<file path="src/rtl/sram_row_streamer_if.sv">
// Output stream of sram_row_streamer: a row pair plus end-of-walk marker
// under a valid/ready handshake.
interface sram_row_streamer_if #(
   parameter int unsigned DATA_W = 192
);
   logic              out_valid;
   logic              out_ready;
   logic [DATA_W-1:0] out_data1;
   logic [DATA_W-1:0] out_data2;
   logic              out_last;

   modport master (output out_valid, out_data1, out_data2, out_last, input out_ready);
   modport slave  (input out_valid, out_data1, out_data2, out_last, output out_ready);
endinterface

</file>
<file path="src/rtl/sram_row_streamer.sv">
// Walks row pairs (r, r+1) through a dual-read-port SRAM and streams the captured
// words downstream through a small FIFO that absorbs backpressure.
module sram_row_streamer #(
   parameter int unsigned DATA_W     = 192,
   parameter int unsigned ADDR_W     = 8,
   parameter int unsigned FIFO_DEPTH = 2
) (
   input  logic                clock,
   input  logic                reset_n,
   input  logic                start,
   input  logic [ADDR_W-1:0]   base_addr,
   input  logic [ADDR_W:0]     row_count,
   output logic                busy,
   output logic                done,
   output logic [ADDR_W-1:0]   sram_raddr1,
   output logic [ADDR_W-1:0]   sram_raddr2,
   input  logic [DATA_W-1:0]   sram_rdata1,
   input  logic [DATA_W-1:0]   sram_rdata2,
   sram_row_streamer_if.master outBus
);
   localparam int unsigned PTR_W = (FIFO_DEPTH > 1) ? $clog2(FIFO_DEPTH) : 1;
   localparam int unsigned CNT_W = PTR_W + 1;

   typedef enum logic [1:0] {IDLE, RUN, DRAIN} state_t;
   state_t state, stateNext;

   logic [ADDR_W:0]       countReg;
   logic [ADDR_W:0]       rowsIssued;
   logic                  inflight;
   logic                  inflightLast;

   logic [DATA_W-1:0]     fifoData1 [FIFO_DEPTH];
   logic [DATA_W-1:0]     fifoData2 [FIFO_DEPTH];
   logic [FIFO_DEPTH-1:0] fifoLast;
   logic [PTR_W-1:0]      wrPtr;
   logic [PTR_W-1:0]      rdPtr;
   logic [CNT_W-1:0]      fifoCount;

   logic                  launch;
   logic                  issue;
   logic                  issueLast;
   logic                  push;
   logic                  pop;
   logic                  doneNext;
   logic [CNT_W:0]        occupancy;

   always_comb begin
      stateNext = state;
      launch    = 1'b0;
      issue     = 1'b0;
      issueLast = 1'b0;
      doneNext  = 1'b0;
      push      = inflight;
      pop       = outBus.out_valid && outBus.out_ready;
      // Slots already committed next cycle: stored rows plus the read in flight, less a pop.
      occupancy = (CNT_W+1)'(fifoCount) + (CNT_W+1)'(inflight) - (CNT_W+1)'(pop);
      unique case (state)
         IDLE: begin
            if (start) begin
               if (row_count == '0) begin
                  doneNext = 1'b1;
               end else begin
                  launch    = 1'b1;
                  issueLast = (row_count == (ADDR_W+1)'(1));
                  stateNext = issueLast ? DRAIN : RUN;
               end
            end
         end
         RUN: begin
            if ((rowsIssued < countReg) && (occupancy < (CNT_W+1)'(FIFO_DEPTH))) begin
               issue     = 1'b1;
               issueLast = ((rowsIssued + (ADDR_W+1)'(1)) == countReg);
               if (issueLast) stateNext = DRAIN;
            end
         end
         DRAIN: begin
            if (pop && outBus.out_last) begin
               stateNext = IDLE;
               doneNext  = 1'b1;
            end
         end
         default: stateNext = IDLE;
      endcase
   end

   always_ff @(posedge clock or negedge reset_n) begin
      if (!reset_n) state <= IDLE;
      else          state <= stateNext;
   end

   assign busy = (state != IDLE);

   always_ff @(posedge clock or negedge reset_n) begin
      if (!reset_n) begin
         done         <= 1'b0;
         sram_raddr1  <= '0;
         sram_raddr2  <= ADDR_W'(1);
         countReg     <= '0;
         rowsIssued   <= '0;
         inflight     <= 1'b0;
         inflightLast <= 1'b0;
      end else begin
         done         <= doneNext;
         inflight     <= launch || issue;
         inflightLast <= issueLast;
         if (launch) begin
            sram_raddr1 <= base_addr;
            sram_raddr2 <= base_addr + ADDR_W'(1);
            countReg    <= row_count;
            rowsIssued  <= (ADDR_W+1)'(1);
         end else if (issue) begin
            sram_raddr1 <= sram_raddr1 + ADDR_W'(1);
            sram_raddr2 <= sram_raddr2 + ADDR_W'(1);
            rowsIssued  <= rowsIssued + (ADDR_W+1)'(1);
         end
      end
   end

   always_ff @(posedge clock or negedge reset_n) begin
      if (!reset_n) begin
         fifoData1 <= '{default: '0};
         fifoData2 <= '{default: '0};
         fifoLast  <= '0;
         wrPtr     <= '0;
         rdPtr     <= '0;
         fifoCount <= '0;
      end else begin
         if (push) begin
            fifoData1[wrPtr] <= sram_rdata1;
            fifoData2[wrPtr] <= sram_rdata2;
            fifoLast[wrPtr]  <= inflightLast;
            wrPtr            <= wrPtr + PTR_W'(1);
         end
         if (pop) rdPtr <= rdPtr + PTR_W'(1);
         fifoCount <= fifoCount + CNT_W'(push) - CNT_W'(pop);
      end
   end

   assign outBus.out_valid = (fifoCount != '0);
   assign outBus.out_data1 = fifoData1[rdPtr];
   assign outBus.out_data2 = fifoData2[rdPtr];
   assign outBus.out_last  = outBus.out_valid && fifoLast[rdPtr];
endmodule
</file>
<file path="src/flat_wrapper.sv">
// flat-port wrapper written by rule: the top's interface ports become plain ports
module sram_row_streamer_flat 
#(
   parameter int unsigned DATA_W     = 192,
   parameter int unsigned ADDR_W     = 8,
   parameter int unsigned FIFO_DEPTH = 2
)
  (clock, reset_n, start, base_addr, row_count, busy, done, sram_raddr1, sram_raddr2, sram_rdata1, sram_rdata2, outBus_out_valid, outBus_out_data1, outBus_out_data2, outBus_out_last, outBus_out_ready);
  sram_row_streamer_if #(.DATA_W(DATA_W)) outBus_i ();
  input  logic clock;
  input  logic reset_n;
  input  logic start;
  input  logic [ADDR_W-1:0] base_addr;
  input  logic [ADDR_W:0] row_count;
  output logic busy;
  output logic done;
  output logic [ADDR_W-1:0] sram_raddr1;
  output logic [ADDR_W-1:0] sram_raddr2;
  input  logic [DATA_W-1:0] sram_rdata1;
  input  logic [DATA_W-1:0] sram_rdata2;
  output wire logic [$bits(outBus_i.out_valid)-1:0] outBus_out_valid;
  output wire logic [$bits(outBus_i.out_data1)-1:0] outBus_out_data1;
  output wire logic [$bits(outBus_i.out_data2)-1:0] outBus_out_data2;
  output wire logic [$bits(outBus_i.out_last)-1:0] outBus_out_last;
  input wire logic [$bits(outBus_i.out_ready)-1:0] outBus_out_ready;
  assign outBus_out_valid = outBus_i.out_valid;
  assign outBus_out_data1 = outBus_i.out_data1;
  assign outBus_out_data2 = outBus_i.out_data2;
  assign outBus_out_last = outBus_i.out_last;
  assign outBus_i.out_ready = outBus_out_ready;
  sram_row_streamer #(.DATA_W(DATA_W), .ADDR_W(ADDR_W), .FIFO_DEPTH(FIFO_DEPTH)) u_core (.clock(clock), .reset_n(reset_n), .start(start), .base_addr(base_addr), .row_count(row_count), .busy(busy), .done(done), .sram_raddr1(sram_raddr1), .sram_raddr2(sram_raddr2), .sram_rdata1(sram_rdata1), .sram_rdata2(sram_rdata2), .outBus(outBus_i));
endmodule
</file>
<file path="config.mk">
export PLATFORM = sky130hd
export DESIGN_NAME = sram_row_streamer_flat
export DESIGN_NICKNAME = d
export VERILOG_FILES = /design/src/rtl/sram_row_streamer_if.sv /design/src/rtl/sram_row_streamer.sv /design/src/flat_wrapper.sv
export SDC_FILE = /design/constraint.sdc
export NUM_CORES = 1
export LEC_CHECK = 0
export BUFFER_PORTS_ARGS = -buffer_cell sky130_fd_sc_hd__buf_2
export CORE_AREA = 2 2 315 317
export CTS_CLUSTER_DIAMETER = 100
export DETAILED_ROUTE_END_ITERATION = 10
export DIE_AREA = 0 0 317 319
export GPL_ROUTABILITY_DRIVEN = 0
export PLACE_DENSITY = 0.61
export SLEW_MARGIN = 15
export SYNTH_ARGS = -nofsm -noshare
export SYNTH_HDL_FRONTEND = slang
export SYNTH_SLANG_ARGS = --single-unit
</file>
<file path="constraint.sdc">
create_clock -name clock -period 7.04 [get_ports clock]
set_input_delay 0.704 -clock clock [delete_from_list [all_inputs] [get_ports clock]]
set_output_delay 0.704 -clock clock [all_outputs]
set_load 0.02 [all_outputs]
</file>
# Yosys cells after proc, flatten, opt, wreduce, memory -nomap -nowiden
# Index checks and enable logic that the tools add are counted.
# W data, S select, Z words.
# classes
add_sub_neg	10
n_lt_le_gt_ge	8
eq_ne	9
mux	41
bitwise	2
n_reduce_logical	13
# ops
op	n
$mux W192	7
$bwmux W384	2
$demux W192 S1	1
$mux W8	4
$add A8 B1 Y8 const B	3
$mux W9	2
$mux W1	14
$mux W2	6
$add A9 B1 Y9 const B	1
$eq A9 B1 Y1 const B	1
$eq A9 B9 Y1	1
$logic_not A9 Y1	1
$lt A9 B9 Y1	1
$logic_and A1 B1 Y1	6
$ne A2 B1 Y1 const B	3
$pmux W2 S3	1
$reduce_bool A2 Y1	3
$reduce_and A5 Y1	1
$ge A2 B2 Y1 const B	2
$lt A1 B2 Y1 const B	2
$ne A2 B2 Y1 const B	2
$not A1 Y2	2
$pmux W1 S2	2
$add A2 B1 Y3	1
other kinds (13)	14
# totals
reg_bits	813
input_bits	405
out_inout_bits	404
elab_cells	99

# Longest topological paths before layout
# Gate-level depths: netlist of the first run.
# depth
ltp_word	9
depth_mapped	17
ltp_nobuf	15

# Worst setup path after synthesis of the first run
# Ideal clock, no wire load.
# synth_path
path_kind	input-to-reg
start	input outBus_out_ready
end	register u_core.sram_raddr2[5]
t_arrival_ps	3012
required_ps	6958
setup_slack_ps	3946
stages	14
n_path_buf	1
path_cell_list	nand2_1 -> inv_1 -> ha_1 -> inv_1 -> ha_1 -> inv_1 -> fa_1 -> nor2b_1 -> o2111ai_1 -> nor2_2 -> buf_6 -> nand2_4 -> or3_1 -> a31oi_1
# synth_via
elab_chain_cells	7
# synth_rtl
item	line_no	rtl
start, declared	flat_wrapper.sv:25	input wire logic [$bits(outBus_i.out_ready)-1:0] outBus_out_ready;
$logic_and A1 B1 Y1	sram_row_streamer.sv:54	pop = outBus.out_valid && outBus.out_ready;
via u_core.pop	sram_row_streamer.sv:43	logic pop;
$sub A3 B1 Y3	sram_row_streamer.sv:56	occupancy = (CNT_W+1)'(fifoCount) + (CNT_W+1)'(inflight) - (CNT_W+1)'(pop);
$lt A3 B2 Y1	sram_row_streamer.sv:70	if ((rowsIssued < countReg) && (occupancy < (CNT_W+1)'(FIFO_DEPTH))) begin
$logic_and A1 B1 Y1	sram_row_streamer.sv:70	
$mux W1	sram_row_streamer.sv:70	
$mux W1	sram_row_streamer.sv:57	unique case (state)
$reduce_bool A2 Y1 (no line)	n/a	
end signal, assigned	sram_row_streamer.sv:108	sram_raddr2 <= base_addr + ADDR_W'(1);
end signal, assigned	sram_row_streamer.sv:113	sram_raddr2 <= sram_raddr2 + ADDR_W'(1);
end, declared	sram_row_streamer.sv:16	output logic [ADDR_W-1:0] sram_raddr2,
# The timed path passes the listed nets, and every way through them passes these cells.
# A chain may end at the register's enable or synchronous reset.

# Final worst setup path of the first run
# layout_path
start	register u_core.rdPtr
end	output outBus_out_data2[145]
# layout_via
elab_chain_cells	4
# layout_rtl
item	line_no	rtl
start, declared	sram_row_streamer.sv:36	logic [PTR_W-1:0] rdPtr;
start signal, assigned	sram_row_streamer.sv:134	if (pop) rdPtr <= rdPtr + PTR_W'(1);
$not A1 Y2 (implied by the code)	sram_row_streamer.sv:141	assign outBus.out_data2 = fifoData2[rdPtr];
$mux W192 (implied by the code) (3 in a row)	sram_row_streamer.sv:141	
end, declared	flat_wrapper.sv:23	output wire logic [$bits(outBus_i.out_data2)-1:0] outBus_out_data2;
# No other way between the ends. The select of a mux whose other input is x is not followed.

==> results of run 1 <==
report_power, final:
group          switching (mW)  total (mW)  internal [mW]
sequential               1.15        8.18           7.04
combinational            5.94        11.3           5.38
clock                    1.94        4.85           2.91
total                    9.03        24.4           15.3
worst paths after layout:
kind                                    endpoint                 from
max                        outBus_out_data2[145]         u_core.rdPtr
max reg2reg                u_core.sram_raddr2[7]  u_core.fifoCount[1]
min reg2reg                          u_core.done      u_core.state[0]
max in group asynchronous           u_core.rdPtr              reset_n
min                        u_core.fifoData2[281]              reset_n
min in group clock         u_core.fifoData2[317]     sram_rdata2[125]
state kept, by name, indices dropped and copies added (netlist names), 2 cells and up:
register            cells
u_core.fifoCount        2
u_core.rowsIssued       9
u_core.fifoData1      384
u_core.fifoData2      384
u_core.sram_raddr2      8
u_core.fifoLast         2
u_core.countReg         9
u_core.state            2
u_core.sram_raddr1      8
kinds of logic (layout without fill, tap and decap cells):
group	Yosys count	in the layout	synth area share
buffers and inverters	162	1012	0.0218
XOR/XNOR	31	31	0.00762
AND/OR/NAND/NOR	112	112	0.0169
other	0	28	0
adder cells (fa/ha/maj)	15	15	0.00548
flip-flops	813	813	0.571
multiplexers	1161	1161	0.367
AO/OA/AOI/OAI	54	54	0.00977
cell type report:
cell class	count	area (sq um)	area share
sequential	813	20300	0.462
multi-input combinational	1373	14500	0.329
timing repair buffer	827	4320	0.0982
clock buffer	141	2800	0.0636
tap	1287	1610	0.0366
clock inverter	23	292	0.00662
inverter	21	78.8	0.00179
antenna	28	70.1	0.00159
metal layers:
metal	track usage	part of all wire
met1	0.200	0.39
met2	0.293	0.50
met3	0.0566	0.074
met4	0.0676	0.035
met5	0	0.0023
worst max-delay path: cells and delay by family, from the launching register on:
family / cells / cell delay (ps)
buffers and inverters: 3 / 1330
DFF: 1 / 790
muxes: 1 / 420
per-stage QoR:
step | utilization | hold slack (ps)
detailed placement | 0.418 | 469
floorplan | - | 408
global route | 0.451 | 46.2
CTS | 0.450 | 22.0
global placement | 0.418 | 475
finish | 0.451 | 48.5
placed cells by master, fill, tap and decap left out, drive strengths merged, types with 2 or more instances in the layout:
cell	netlist	layout
mux2	1156	1156
ha	14	14
dfrtp	812	812
and4	2	2
xor2	15	15
inv	21	23
mux2i	5	5
a21o	4	4
o21bai	4	4
a31oi	2	2
or3	3	3
or4	2	2
clkbuf	25	141
clkinv	0	15
xnor2	16	16
bufinv	0	5
nand2	38	38
and2	3	3
nor2b	2	2
buf	116	827
and3	11	11
nand4	8	8
diode	0	28
nor2	16	16
a21oi	11	11
nand2b	2	2
nand3	13	13
nor3b	4	4
nor3	5	5
o21ai	24	24
cells in the mapped netlist (all sizes together), types with 11 or more instances:
library cell     n
mux2          1156
dfrtp          812
buf            116
nand2           38
clkbuf          25
o21ai           24
inv             21
nor2            16
xnor2           16
xor2            15
ha              14
nand3           13
a21oi           11
and3            11
==> results by group, run 1 <==
Run status
  • Status: finished, final reports clean

Timing
  • Fin. Hold Viols: 0
  • Rel. slew slack: 0.248
  • Setup Viol. Count Final: 0
  • Skew final: 19.2 ps
  • Fin Setup TNS: 0 ps
  • RSZ-0062 raised after global routing: no
  • Fin worst setup slack: 3100 ps
  • Max-slew violations: 0
  • Min cycle time layout: 3940 ps
  • Fmax: between 0.2 and 0.3 GHz
  • Slew @ Worst Pin: approximately 1100 ps
  • Tcrit/Tclk final: 0.560

Route
  • Vias/cell: 4.91
  • DR vias: 22169
  • # DRC: 0
  • Drt initial violations: 1011
  • Post-Route WL: just over 90000 um
  • Post-detailed-route count of antenna-violating nets: 0
  • Drt wl/cell: 20.1 um
  • Drt pass-1 iters: 4

Floorplanning
  • Initial core utilization: 0.364
  • Core Area: roughly 98000 sq um
  • Die H: between 300 and 400 um
  • I/O pins: 809
  • Total Die Area: just over 100000 sq um
  • Number of placement rows: ~120
  • Die width: 317 um

Power
  • Pwr/cell area: 553 nW/um^2
  • Peak VDD IR: 0.334 mV
  • Leakage: roughly 20 nW
  • Design Power: 24.4 mW

Critical path
  • Max FO, Critical Path: 48
  • Crit-path max cell delay: 790 ps
  • Setup crit end kind: primary output
  • Cells along the critical path: buf_4 -> buf_4 -> mux2_2 -> buf_2
  • Crit-path most repeated cell: buf_4
  • Arrival time of the worst setup path: 3240 ps
  • Crit Path Class: reg -> out
  • CP required: 6340 ps
  • Type of origin of the critical path: flip-flop
  • Worst reg-to-reg setup slack: between 3000 and 4000 ps
  • Worst reg-to-reg path cell count: 15
  • Slowest CP cell: dfrtp_4

Synth
  • Yosys warnings: 0
  • Sequential area share after synthesis: 0.571
  • Top cells by area, synth: dfrtp_1 (57%), mux2_2 (37%), buf_2 (1.5%)
  • Yosys top cell area share: 0.571
  • Top FF cell, synth: dfrtp_1
  • Post-synth EDFFs: 0
  • Flops & latches, synth: 813
  • Post-Syn Instances: 2348
  • Syn nets: between 2000 and 3000
  • FFs w/ async S/R, synth: 1.00
  • Distinct cells, synth: 52
  • Cell taking the most area after synthesis: dfrtp_1
  • Synthesized cell area: 35600 sq um
  • Syn Area/Cell: around 15 sq um

Clock tree
  • CTS sink cnt: a little over 800
  • Htree depth: 3
  • Post-CTS Hold Fix Bufs: 0
  • Worst-Skew Late Latency: around 650 ps
  • CTS tree: built
  • Clock transition at path regs: approximately 60 ps
  • Clk root buf: clkbuf_16
  • Post-CTS setup repair buffer count: 0
  • Clk buf depth: 3
  • Post-cts sizing count: 0
  • Inserted Clock Buffers: 91

Global routing
  • Total GRT Usage: 0.173
  • Antenna violations before repair: 42
  • Largest net degree at the start of global routing: 174
  • First-pass GRT wire length: approximately 140000 um
  • Total gr overflow: 0
  • Vias in the first global route: 23233

Placed design
  • Cell Area, Placed: approximately 41000 sq um
  • Detailed placement HPWL: 61900 um
  • Port bufs: 808
  • Place WS: 3210 ps
  • Cells after DPL: 4321

Min path
  • Worst min path class: in -> async

Run
  • Max-cap viol count: 0

Cells and area
  • Post-route cell area: 44000 sq um
  • Post-Layout Cell Count: 4513
  • Synthesis-to-finish area growth: 23.6%
  • NumNets Final: 3547
  • # fillers: between 8000 and 9000
  • Share of cells above drive strength 1: 0.670
(Power assumes the default switching activity.)
==> run 2, diff against run 1 <==
Settings changed: CORE_AREA 2 2 315 317 to 2 2 316 318, DIE_AREA 0 0 317 319 to 0 0 318 320, PLACE_DENSITY 0.61 to 0.62.
Clock period 7.04 ns to 3.3 ns, I/O delays scaled along.
==> results by group, run 2 (synthesized netlist as in run 1, its figures left out) <==
Run status
  • Status: finished, final reports clean (unchanged)

Cells and area
  • # fillers: 8534 (was 8980)
  • Synthesis-to-finish area growth: 36.5% (was 23.6%)
  • NumNets Final: 4011 (was 3547)
  • Multi-input gate area: 14500 sq um (about the same)
  • Commonest non-fill, non-tap cell in the layout: mux2_2 (unchanged)
  • Sequential cell area: 20300 sq um (unchanged)
  • Largest registers: u_core.fifoData1 x384, u_core.fifoData2 x384 (unchanged)
  • Most frequent cells in the layout: mux2_2 (1155), dfrtp_1 (811), buf_2 (807), dlygate4sd3_1 (404), clkbuf_16 (93) (was mux2_2 (1155), dfrtp_1 (811), buf_2 (807), clkbuf_16 (94), nand2_1 (36))
  • Share of cells above drive strength 1: 0.600 (was 0.670)

Timing
  • Max-slew violations: 0 (unchanged)
  • Tcrit/Tclk final: 0.927
  • Fmax: between 0.3 and 0.4 GHz
  • Fin. Hold Viols: 0 (unchanged)
  • Slew @ Worst Pin: 724 ps (was 1130 ps)
  • Skew final: 13.0 ps (was 19.2 ps)
  • RSZ-0062 raised after global routing: no (unchanged)
  • Rel. slew slack: 0.517 (was 0.248)
  • Fin worst setup slack: 242 ps (was 3100 ps)
  • Min cycle time layout: 3060 ps
  • Setup Viol. Count Final: 0 (unchanged)

Power
  • Design Power: 53.1 mW (was 24.4 mW)
  • Leakage: 21.8 nW (was 19.8 nW)
  • Pwr/cell area: 1090 nW/um^2 (was 553 nW/um^2)
  • Peak VDD IR: 0.616 mV (was 0.334 mV)

Critical path
  • Slowest CP cell: fa_1 (was dfrtp_4)
  • CP required: 3870 ps (was 6340 ps)
  • Worst reg-to-reg path cell count: 17 (was 15)
  • Critical Path Start: u_core.fifoCount[1] (was u_core.rdPtr)
  • Cells along the critical path: nor2_2 -> inv_1 -> nand2_2 -> inv_1 -> ha_1 -> inv_1 -> ha_1 -> inv_1 -> fa_1 -> nor2b_2 -> o2111ai_2 -> nor2_4 -> buf_4 -> buf_4 -> nand4_1 -> xor2_1 -> a21oi_1 (was buf_4 -> buf_4 -> mux2_2 -> buf_2)
  • Setup crit end kind: flip-flop (was primary output)
  • FF-to-FF Start: u_core.fifoCount[1] (unchanged)
  • Crit Path Class: reg -> reg (was reg -> out)
  • Arrival time of the worst setup path: 3630 ps (was 3240 ps)
  • Worst reg-to-reg setup slack: 240 ps (was 3360 ps)
  • Type of origin of the critical path: flip-flop (unchanged)
  • Max FO, Critical Path: 6 (was 48)
  • Crit path buf inv count: 6 (was 3)
  • Crit-path most repeated cell: inv_1 (was buf_4)
  • Reg2reg end: u_core.sram_raddr1[7] (was u_core.sram_raddr2[7])
  • Top Family by Delay on Critical Path: adder cells (was buffers and inverters)
  • Crit-path max cell delay: 510 ps (was 790 ps)

Global routing
  • Total GRT Usage: 0.183 (was 0.173)
  • Largest net degree at the start of global routing: 82 (was 174)
  • First-pass GRT wire length: 149000 um (was 137000 um)
  • Total gr overflow: 0 (unchanged)
  • Antenna violations before repair: 8 (was 42)
  • Vias in the first global route: 25936 (was 23233)

Clock tree
  • Clock transition at path regs: 60 ps (about the same)
  • Worst-Skew Late Latency: 660 ps (was 650 ps)
  • Clk root buf: clkbuf_16 (unchanged)
  • Clk buf depth: 3 (unchanged)
  • Inserted Clock Buffers: 91 (unchanged)
  • CTS sink cnt: 813 (unchanged)
  • Htree depth: 3 (unchanged)
  • CTS tree: built (unchanged)

Floorplanning
  • Die width: 318 um (was 317 um)
  • Die H: 320 um (was 319 um)
  • I/O pins: 809 (unchanged)
  • Number of placement rows: 115 (unchanged)
  • Total Die Area: 102000 sq um (was 101000 sq um)
  • Core Area: 98000 sq um (was 97700 sq um)
  • Initial core utilization: 0.363 (was 0.364)

Placed design
  • Port bufs: 808 (unchanged)
  • Detailed placement HPWL: 65900 um (was 61900 um)
  • Place WS: -44.1 ps (was 3210 ps)

Route
  • Drt wl/cell: 19.1 um (was 20.1 um)
  • Drt initial violations: 1015 (was 1011)
  • Post-Route WL: 94500 um (was 90600 um)
  • Drt pass-1 iters: 4 (unchanged)
  • DR vias: 23961 (was 22169)
  • Vias/cell: 4.83 (was 4.91)
  • Post-detailed-route count of antenna-violating nets: 0 (unchanged)
  • # DRC: 0 (unchanged)

Run
  • Max-cap viol count: 0 (unchanged)

Min path
  • Worst min path class: in -> async (unchanged)
run 2: changes by cell type in the layout (fill, tap and decap cells not counted), moves of 4 or more:
cell	previous run	this run
buf_12	10	25
buf_4	9	54
bufinv_16	5	9
clkbuf_1	20	29
clkbuf_8	27	13
diode_2	28	8
dlygate4sd3_1	0	404
o21ai_0	23	18
o21ai_1	1	6
run 2: layout make-up:
type,count,area share
clock inverters,30,0.00870
repair buffers,1291,0.185
flip-flops and latches,813,0.419
diodes,8,0.000412
multi-input cells,1373,0.299
inverters,21,0.00162
clock buffers,135,0.0538
well taps,1287,0.0331
run 2: worst reg2reg max path: stages, from the launching register on:
cell and delay (ps):
dfrtp_1 390, nor2_2 130, inv_1 70, nand2_2 90, inv_1 50, ha_1 270, inv_1 60, ha_1 130
inv_1 50, fa_1 510, nor2b_2 150, o2111ai_2 150, nor2_4 210, buf_4 150, buf_4 140, nand4_1 110
xor2_1 180, a21oi_1 140
run 2: what timing repair did:
| action | in CTS | in global routing |
|---|---|---|
| hold endpoints to repair | 834 | 0 |
| hold buffers | 404 | 0 |
| endpoints found under the setup margin | 2 | 19 |
| buffers inserted | 0 | 6 |
| pin swaps | 0 | 2 |
| resized for setup | 1 | 9 |
run 2: worst max-delay path by stage:
stage | endpoint | slack (ps) | cells past startpoint
floorplan | u_core.sram_raddr2[5] | 220 | 16
global placement | u_core.sram_raddr2[7] | 20 | 15
detailed placement | u_core.sram_raddr2[7] | -40 | 15
CTS | u_core.sram_raddr2[7] | 40 | 15
global route | u_core.sram_raddr1[7] | 10 | 17
finish | u_core.sram_raddr1[7] | 240 | 17
run 2: metal layers:
layer	up-vias	part of all wire	global-route usage	wire [um]
li1	10940	-	-	-
met1	12215	0.41	0.216	38300
met2	629	0.51	0.323	48000
met3	177	0.053	0.0449	5040
met4	0	0.033	0.0650	3100
met5	-	0	0	0
run 2: through the flow:
step | std cells | instance area [sq um] | TNS (ps) | hold slack [ps] | utilization
after floorplan | 2348 | 35600 | 0 | 34.4 | -
after global placement | 4375 | 41500 | 0 | 391 | 0.423
after detailed placement | 4375 | 41500 | -50.8 | 394 | 0.423
after CTS | 4944 | 48500 | 0 | 277 | 0.495
after global routing | 4958 | 48600 | 0 | 333 | 0.496
final | 4958 | 48600 | 0 | 333 | 0.496
run 2: power by group:
| group | switching, mW | internal, mW | total, mW |
|---|---|---|---|
| combinational | 13.1 | 12.3 | 25.4 |
| clock | 4.13 | 6.19 | 10.3 |
| sequential | 2.40 | 15.0 | 17.4 |
==> run 3, diff against run 2 <==
==> constraint.sdc (replaced) <==
create_clock -name clock -period 3.3 [get_ports clock]
set_input_delay 0.33 -clock clock [delete_from_list [all_inputs] [get_ports clock]]
set_output_delay 0.33 -clock clock [all_outputs]
set_load 0.1 [all_outputs]
==> results by group, run 3 (synthesized netlist as in run 1, its figures left out) <==
Cells and area
  • NumNets Final: 4004 (was 4011)
  • Largest registers: u_core.fifoData1 x384, u_core.fifoData2 x384 (unchanged)
  • Share of cells above drive strength 1: 0.604 (was 0.600)
  • Post-Route Utilization: 0.498 (was 0.496)
  • Most frequent cells in the layout: mux2_2 (1155), dfrtp_1 (811), buf_2 (807), dlygate4sd3_1 (404), clkbuf_16 (94) (was mux2_2 (1155), dfrtp_1 (811), buf_2 (807), dlygate4sd3_1 (404), clkbuf_16 (93))
  • Synthesis-to-finish area growth: 37.1% (was 36.5%)
  • Commonest non-fill, non-tap cell in the layout: mux2_2 (unchanged)

Floorplanning
  • Die H: 320 um (unchanged)
  • I/O pins: 809 (unchanged)
  • Initial core utilization: 0.363 (unchanged)
  • Core Area: 98000 sq um (unchanged)
  • Total Die Area: 102000 sq um (unchanged)
  • Number of placement rows: 115 (unchanged)
  • Die width: 318 um (unchanged)

Timing
  • Min cycle time layout: 3110 ps (was 3060 ps)
  • Fin. Hold Viols: 0 (unchanged)
  • Max-slew violations: 0 (unchanged)
  • Rel. slew slack: 0.536 (was 0.517)
  • Slew @ Worst Pin: 695 ps (was 724 ps)
  • Tcrit/Tclk final: 0.942 (was 0.927)
  • WHS: 232 ps (was 333 ps)
  • Fmax: 0.322 GHz (was 0.327 GHz)
  • Setup Viol. Count Final: 0 (unchanged)
  • Skew final: 15.8 ps (was 13.0 ps)

Critical path
  • Slowest CP cell: fa_1 (unchanged)
  • Crit path buf inv count: 5 (was 6)
  • Type of origin of the critical path: flip-flop (unchanged)
  • CP required: 3850 ps (was 3870 ps)
  • Critical path depth: 16 (was 17)
  • Max FO, Critical Path: 13 (was 6)
  • Crit-path most repeated cell: inv_1 (unchanged)
  • Worst reg-to-reg path cell count: 16 (was 17)
  • Worst reg-to-reg setup slack: 190 ps (was 240 ps)
  • FF-to-FF Start: u_core.fifoCount[0] (was u_core.fifoCount[1])
  • Crit-path max cell delay: 550 ps (was 510 ps)
  • Arrival time of the worst setup path: 3650 ps (was 3630 ps)
  • Top Family by Delay on Critical Path: adder cells (unchanged)
  • Cells along the critical path: nor2_4 -> clkinvlp_4 -> nand2_2 -> inv_1 -> ha_1 -> inv_1 -> ha_1 -> inv_1 -> fa_1 -> nor2b_4 -> o2111ai_4 -> nor2_4 -> buf_4 -> a21oi_4 -> o21bai_1 -> a21o_1 (was nor2_2 -> inv_1 -> nand2_2 -> inv_1 -> ha_1 -> inv_1 -> ha_1 -> inv_1 -> fa_1 -> nor2b_2 -> o2111ai_2 -> nor2_4 -> buf_4 -> buf_4 -> nand4_1 -> xor2_1 -> a21oi_1)
  • Setup crit end kind: flip-flop (unchanged)
  • Reg2reg end: u_core.rowsIssued[8] (was u_core.sram_raddr1[7])
  • Crit Path Class: reg -> reg (unchanged)

Route
  • # DRC: 0 (unchanged)
  • Drt initial violations: 897 (was 1015)
  • Post-detailed-route count of antenna-violating nets: 0 (unchanged)
  • Drt wl/cell: 19.2 um (was 19.1 um)
  • Vias/cell: 4.81 (was 4.83)
  • DR vias: 23803 (was 23961)
  • Post-Route WL: 95200 um (was 94500 um)
  • Drt pass-1 iters: 5 (was 4)

Clock tree
  • Htree depth: 3 (unchanged)
  • CTS tree: built (unchanged)
  • Clock transition at path regs: 60 ps (about the same)
  • Inserted Clock Buffers: 92 (was 91)
  • Worst-Skew Late Latency: 670 ps (was 660 ps)
  • Clk root buf: clkbuf_16 (unchanged)
  • Clk buf depth: 3 (unchanged)
  • CTS sink cnt: 813 (unchanged)

Placed design
  • Detailed placement HPWL: 66400 um (was 65900 um)
  • Port bufs: 808 (unchanged)

Global routing
  • Total gr overflow: 0 (unchanged)
  • First-pass GRT wire length: 150000 um (was 149000 um)
  • Antenna violations before repair: 4 (was 8)
  • Total GRT Usage: 0.185 (was 0.183)
  • Largest net degree at the start of global routing: 103 (was 82)
  • Vias in the first global route: 26159 (was 25936)

Min path
  • Worst min path class: in -> async (unchanged)

Run status
  • Status: finished, final reports clean (unchanged)

Run
  • Max-cap viol count: 0 (unchanged)
## run 3: worst max-delay path by stage
stage / from / end / slack (ps)
floorplan: u_core.fifoCount[1] / u_core.sram_raddr2[5] / -190
global placement: u_core.fifoCount[0] / u_core.sram_raddr2[7] / 50
detailed placement: u_core.fifoCount[0] / u_core.sram_raddr2[5] / 20
CTS: u_core.fifoCount[0] / u_core.sram_raddr2[5] / 10
global route: u_core.fifoCount[0] / u_core.rowsIssued[7] / -9
finish: u_core.fifoCount[0] / u_core.rowsIssued[8] / 190
## run 3: area by class of cell
cell class,instances,area [sq um]
Clock buffer,140,2800
Multi-Input combinational cell,1373,14600
Clock inverter,31,424
Fill cell,8437,49200
Antenna cell,3,7.51
Tap cell,1287,1610
Inverter,21,82.6
Timing Repair Buffer,1283,8980
Sequential cell,813,20300
## run 3: per-stage QoR
stage,setup slack [ps],instance area (sq um),TNS (ps),cells
finish,191,48800,0,4951
global route,-8.52,48800,-16.8,4951
CTS,11.5,48800,0,4947
detailed placement,23.2,41500,0,4372
global placement,50.8,41500,0,4372
floorplan,-191,35600,-2240,2348
## run 3: layer usage
| layer | global-route usage | wire [um] | vias to the layer above |
|---|---|---|---|
| met1 | 0.215 | 37900 | 12107 |
| met5 | 0 | 13 | - |
| met2 | 0.324 | 48300 | 604 |
| met3 | 0.0466 | 5190 | 193 |
| li1 | - | - | 10897 |
| met4 | 0.0768 | 3790 | 2 |
## run 3: worst reg2reg max path, stage by stage (launching register included)
cell and delay, ps:
dfrtp_1 400, nor2_4 140, clkinvlp_4 100, nand2_2 80, inv_1 50, ha_1 280
inv_1 50, ha_1 130, inv_1 50, fa_1 550, nor2b_4 180, o2111ai_4 130
nor2_4 220, buf_4 160, a21oi_4 110, o21bai_1 220, a21o_1 160
## run 3: what timing repair did
action                     in CTS  in global routing
setup endpoints to repair       0                 22
hold endpoints to repair      837                  0
resized for setup               0                  8
hold buffers                  404                  0
setup buffers                   0                  1
Power of run 3 is not shown: default switching activity piles up to over one toggle a cycle in this logic, so the estimate is an artifact.
